--- config.mk ---
export PLATFORM = sky130hd
export DESIGN_NAME = hazard_ctrl
export DESIGN_NICKNAME = d
export VERILOG_FILES = /design/src/rtl/hazard_ctrl.sv
export SDC_FILE = /design/constraint.sdc
export NUM_CORES = 1
export LEC_CHECK = 0
export ABC_CLOCK_PERIOD_IN_PS = 2900
export CAP_MARGIN = 25
export CELL_PAD_IN_SITES_DETAIL_PLACEMENT = 1
export CELL_PAD_IN_SITES_GLOBAL_PLACEMENT = 1
export CORE_MARGIN = 8
export CORE_UTILIZATION = 27
export DETAILED_ROUTE_END_ITERATION = 8
export PLACE_DENSITY_LB_ADDON = 0.1
export SETUP_SLACK_MARGIN = 0.15
export SLEW_MARGIN = 20
export SYNTH_ARGS = -nofsm -noshare
export SYNTH_HDL_FRONTEND = slang
export SYNTH_SLANG_ARGS = --single-unit
--- constraint.sdc ---
create_clock -name clk -period 2.9 [get_ports clk]
set_input_delay 0.58 -clock clk [delete_from_list [all_inputs] [get_ports clk]]
set_output_delay 0.58 -clock clk [all_outputs]
set_load 0.02 [all_outputs]
--- src/rtl/hazard_ctrl.sv ---
// Pipeline hazard controller: D-stage stall detection, D/E/M forwarding
// selects and the mult/div busy tracker. Everything except md_busy is
// combinational from the current stage tags.

// Per-source D-stage hazard check: stall decision and forwarding select
// for one D-stage register operand against the E/M/W producers.
module hazard_dsrc (
  input  logic [4:0] ra,
  input  logic [1:0] tuse,
  input  logic [4:0] waE,
  input  logic       wvE,
  input  logic [1:0] tnewE,
  input  logic [4:0] waM,
  input  logic       wvM,
  input  logic [1:0] tnewM,
  input  logic [4:0] waW,
  input  logic       wvW,
  output logic       dstall,
  output logic [1:0] fwd
);
  logic hitE, hitM, hitW;

  assign hitE = wvE && (waE == ra);
  assign hitM = wvM && (waM == ra);
  assign hitW = wvW && (waW == ra);

  // Nearest matching producer decides; tuse 3 means the operand is not read.
  always_comb begin
    dstall = 1'b0;
    if (tuse != 2'd3) begin
      if (hitE)      dstall = (tnewE > tuse);
      else if (hitM) dstall = (tnewM > tuse);
    end
  end

  // E only has a ready value for links (Tnew 0); M only when Tnew is 0.
  always_comb begin
    fwd = 2'd0;
    if (hitE && tnewE == 2'd0)      fwd = 2'd1;
    else if (hitM && tnewM == 2'd0) fwd = 2'd2;
    else if (hitW)                  fwd = 2'd3;
  end
endmodule

module hazard_ctrl (
  input  logic       clk,
  input  logic       rst,
  input  logic [4:0] ra1D,
  input  logic [4:0] ra2D,
  input  logic [1:0] tuse1D,
  input  logic [1:0] tuse2D,
  input  logic [4:0] ra1E,
  input  logic [4:0] ra2E,
  input  logic [4:0] waE,
  input  logic [2:0] resE,
  input  logic [4:0] ra2M,
  input  logic [4:0] waM,
  input  logic [2:0] resM,
  input  logic [4:0] waW,
  input  logic [2:0] resW,
  input  logic       md_startE,
  input  logic       md_opE,
  input  logic       md_useD,
  input  logic       exc_flush,
  output logic       stall,
  output logic       DEMWclr,
  output logic [1:0] fwd1D,
  output logic [1:0] fwd2D,
  output logic [1:0] fwd1E,
  output logic [1:0] fwd2E,
  output logic       fwd2M,
  output logic       md_busy
);
  localparam int          NUM_SRC = 2;
  localparam logic [2:0]  RES_ALU = 3'd1;
  localparam logic [2:0]  RES_DM  = 3'd2;
  localparam logic [2:0]  RES_PC  = 3'd3;
  localparam logic [2:0]  RES_MD  = 3'd4;

  // A producer is live only with a nonzero destination and a real result kind.
  function automatic logic writes(input logic [4:0] wa, input logic [2:0] res);
    return (wa != 5'd0) && (res >= RES_ALU) && (res <= RES_MD);
  endfunction

  logic       wvE, wvM, wvW;
  logic [1:0] tnewE, tnewM;

  assign wvE = writes(waE, resE);
  assign wvM = writes(waM, resM);
  assign wvW = writes(waW, resW);

  // Cycles until each producer's result exists (W is always ready).
  always_comb begin
    case (resE)
      RES_DM:  tnewE = 2'd2;
      RES_PC:  tnewE = 2'd0;
      default: tnewE = 2'd1;
    endcase
    tnewM = (resM == RES_DM) ? 2'd1 : 2'd0;
  end

  logic [NUM_SRC-1:0][4:0] raD, raE;
  logic [NUM_SRC-1:0][1:0] tuseD, fwdD, fwdE;
  logic [NUM_SRC-1:0]      dstallD;

  assign raD   = {ra2D, ra1D};
  assign tuseD = {tuse2D, tuse1D};
  assign raE   = {ra2E, ra1E};

  for (genvar g = 0; g < NUM_SRC; g++) begin : g_src
    hazard_dsrc u_dsrc (
      .ra(raD[g]), .tuse(tuseD[g]),
      .waE(waE), .wvE(wvE), .tnewE(tnewE),
      .waM(waM), .wvM(wvM), .tnewM(tnewM),
      .waW(waW), .wvW(wvW),
      .dstall(dstallD[g]), .fwd(fwdD[g])
    );

    // E-stage operands: M when its value is ready, else W, else pipeline reg.
    always_comb begin
      fwdE[g] = 2'd0;
      if (wvM && waM == raE[g] && tnewM == 2'd0) fwdE[g] = 2'd2;
      else if (wvW && waW == raE[g])             fwdE[g] = 2'd3;
    end
  end

  assign fwd1D = fwdD[0];
  assign fwd2D = fwdD[1];
  assign fwd1E = fwdE[0];
  assign fwd2E = fwdE[1];
  assign fwd2M = wvW && (waW == ra2M);

  logic md_stall, stall_raw;

  assign md_stall  = md_useD && (md_busy || md_startE);
  assign stall_raw = (|dstallD) || md_stall;
  // A flush kills the D instruction anyway, so holding F/D would be wrong.
  assign stall     = stall_raw && !exc_flush;
  assign DEMWclr   = stall_raw || exc_flush;

  logic [3:0] md_cnt;

  // Busy countdown: a new start reloads; flushes do not cancel an op in flight.
  always_ff @(posedge clk) begin
    if (rst)                 md_cnt <= 4'd0;
    else if (md_startE)      md_cnt <= md_opE ? 4'd10 : 4'd5;
    else if (md_cnt != 4'd0) md_cnt <= md_cnt - 4'd1;
  end

  assign md_busy = (md_cnt != 4'd0);
endmodule

==> results.sh <==
export IMPL_fin_crit_sh_pct=96.0
export IMPL_worstPathCellList="buf_8 > nor2_4 > and2_4 > inv_4 > ha_4 > or3_4 > nor4_4 > mux2i_4 > a31oi_2 > buf_4"
export IMPL_start_util_pct=27.4
export IMPL_yosysTopAreaCell="xor2_1"
export IMPL_power_density_mw_per_mm2=226
export IMPL_drc=0
export IMPL_timing_rr_start="md_cnt[0]"
export IMPL_ys_top_cells_by_area="xor2_1 (21%), xnor2_1 (19%), dfxtp_1 (6.3%)"
export IMPL_num_rows=25
export IMPL_crit_path_top_delay_cell="or3_4"
export IMPL_die_h_um=84.5
export IMPL_vdd_ir_drop_max_mv=0.457
export IMPL_run_status="finished clean"
export IMPL_crit_path_end_kind="output pin"
export IMPL_startpoint="resM[2]"
export IMPL_finalCriticalPeriod_ns=2.78
export IMPL_place_area_mm2=0.00231
export IMPL_place_ws_ns=-0.911
export IMPL_synth_commonest_cells="xor2_1 (31), xnor2_1 (28), nor2_1 (11)"
export IMPL_ys_types=39
export IMPL_p_leak_uw=0.00102
export IMPL_rsz0062_at_grt="true"
export IMPL_crit_arrival_ns=2.20
export IMPL_syn_avg_cell_area_um2=7.64
export IMPL_synthCells=166
export IMPL_grt_ovfl_total=0
export IMPL_grt_start_max_net_pins=7
export IMPL_skew_ns=0.00113
export IMPL_grt_pass1_vias=1900
export IMPL_cts_root_buf="clkbuf_8"
export IMPL_dieWidth_um=84.5
export IMPL_die_area_mm2=0.00714
export IMPL_setup_viol=0
export IMPL_drt_pre_antenna_iters=4
export IMPL_hold_viol_final=0
export IMPL_clock_sinks=4
export IMPL_crit_family="simple AND/OR/NAND/NOR gates"
export IMPL_slew_viol_final=0
export IMPL_cpPeakStageDelay_ns=0.33
export IMPL_setup_ws_ns=0.115
export IMPL_core_area_mm2=0.00463
export IMPL_drive_above_1_share_pct=39.8
export IMPL_final_area_mm2=0.00245
export IMPL_grt_pass1_wl_um=9230
export IMPL_cts_path_max_buffers=2
export IMPL_path_clk_slew_ns=0.03
export IMPL_yosys_warnings=0
export IMPL_endpoint="stall"
export IMPL_required_ns=2.32
export IMPL_cp_max_fo=2
export IMPL_vias=1612
export IMPL_hpwl_um=4710
export IMPL_regMostFlops="md_cnt"
export IMPL_syn2layout_area_growth_pct=93.3
export IMPL_cts_max_level=1
export IMPL_reg2reg_depth=6
export IMPL_wl_per_cell_um=16.8
export IMPL_via_per_inst=4.90
export IMPL_hp_class="flop to flop"
export IMPL_async_flop_share_pct=0
export IMPL_worst_skew_pair_late_latency_ns=0.21
export IMPL_ys_ff_latch=4
export IMPL_timing_slew_headroom_pct=74.9
export IMPL_worst_pin_slew_ns=0.373
export IMPL_largest_register_ffs=4
export IMPL_r2r_slack_ns=1.27
export IMPL_wirelength_um=5520
export IMPL_synth_edf_count=0
export IMPL_antenna_left=0
export IMPL_grt_antenna_before_repair=1
export IMPL_fmax_mhz=359
export IMPL_crit_path_start_kind="input pin"
export IMPL_drt_initial_drc_count=20
export IMPL_critPathBufInv=3
export IMPL_critical_path_class="input pin to output pin"
export IMPL_ios=71
export IMPL_finish_net_count=341
export IMPL_holdBufCountCts=0
export IMPL_path_depth=10
export IMPL_grt_use_total_pct=15.5
export IMPL_synth_most_common_cell="xor2_1"
export IMPL_ys_flop_type="dfxtp_1"
export IMPL_reg2reg_to="md_cnt[1]"
export IMPL_portBuffers=70
export IMPL_synth_fp_nets=231
export IMPL_numCtsBuffers=3
export IMPL_yosysSeqAreaShare_pct=6.32
export IMPL_routabilityCongestion=0.807
export IMPL_total_power_uw=553
export IMPL_largestRegisters="md_cnt (4)"
export IMPL_yosysTopAreaCellShare_pct=21.4
export IMPL_cts_tree="done"
export IMPL_maxCapViolCount=0
export IMPL_syn_cell_area_mm2=0.00127
report_power, final:
group          switching (uW)  internal (uW)  total, uW
sequential               5.10           61.6       66.7
clock                    27.5           88.4        116
combinational             170            200        370
final cells by class:
class	instances	area, um2
antenna	1	2.50
clock buffer	3	41.3
fill	561	2180
inverter	3	13.8
multi-input combinational	148	1300
sequential	4	80.1
tap	54	67.6
timing repair buffer	116	946
cell usage in the layout (no fill, tap or decap), types with 2 or more instances in the layout:
master	instances
clkdlybuf4s50_1	29
nor4_2	4
or3_4	3
nand3_1	4
dlygate4sd2_1	13
buf_2	10
nor2_1	10
buf_6	2
xnor2_1	26
o21a_1	2
dfxtp_1	4
buf_4	51
or4_1	2
nor3_2	2
nor3_1	5
ha_1	4
ha_4	2
clkdlybuf4s15_1	3
clkbuf_2	6
a21oi_1	6
nand2_1	4
nand4_1	5
a21bo_2	2
inv_1	2
or4_4	3
nor2b_1	3
xor2_1	31
nor4_1	2
xnor2_2	2
o21ai_0	3
o22ai_2	2
clkbuf_8	3
what timing repair did:
item                                   in CTS  in global routing
resized for setup                         133                 22
buffers inserted                            2                  2
pin swaps                                  21                  9
endpoints found under the hold margin       0                  0
setup endpoints to repair                  11                 11
layer usage:
layer,track usage (%),vias to the layer above,wire (um)
li1,-,802,-
met1,17.7,765,2240
met2,28.7,43,2910
met3,4.10,2,353
met4,1.78,0,16
met5,0,-,0
cell families (layout without fill, tap and decap cells):
logic type | Yosys count | after routing | share of synthesized area, %
muxes | 2 | 2 | 1.58
other | 0 | 1 | 0
buffers and inverters | 14 | 122 | 5.03
adders and majority gates | 6 | 6 | 5.92
AOI/OAI and AO/OA | 25 | 25 | 14.7
xor gates and xnor gates | 59 | 59 | 40.8
and+or+nand+nor | 56 | 56 | 25.7
DFF | 4 | 4 | 6.32
how the worst min path moves through the flow:
stage / slack, ns / cells after the start / to / from
after floorplan: 0.55 / 3 / md_cnt[2] / md_cnt[2]
after global placement: 0.58 / 3 / md_cnt[2] / md_cnt[2]
after detailed placement: 0.62 / 3 / md_cnt[2] / md_cnt[2]
after CTS: 0.62 / 3 / md_cnt[2] / md_cnt[2]
after global routing: 0.64 / 3 / md_cnt[2] / md_cnt[2]
final: 0.62 / 3 / md_cnt[2] / md_cnt[2]
tightest hold or removal path: stages, from the launching register on:
cell,delay (ns)
dfxtp_1,0.36
xor2_1,0.08
nand2_1,0.06
a21oi_1,0.05
per-stage QoR:
step                      hold WS, ns  utilization, %  setup TNS (ns)  cells
after global routing            0.642            52.9               0    329
final                           0.617            52.9               0    329
after global placement          0.582            49.8           -5.90    321
after floorplan                 0.546               -               0    166
after CTS                       0.621            52.3               0    326
after detailed placement        0.622            49.8           -6.33    321
Note: power is estimated with default switching activity, not from simulation.
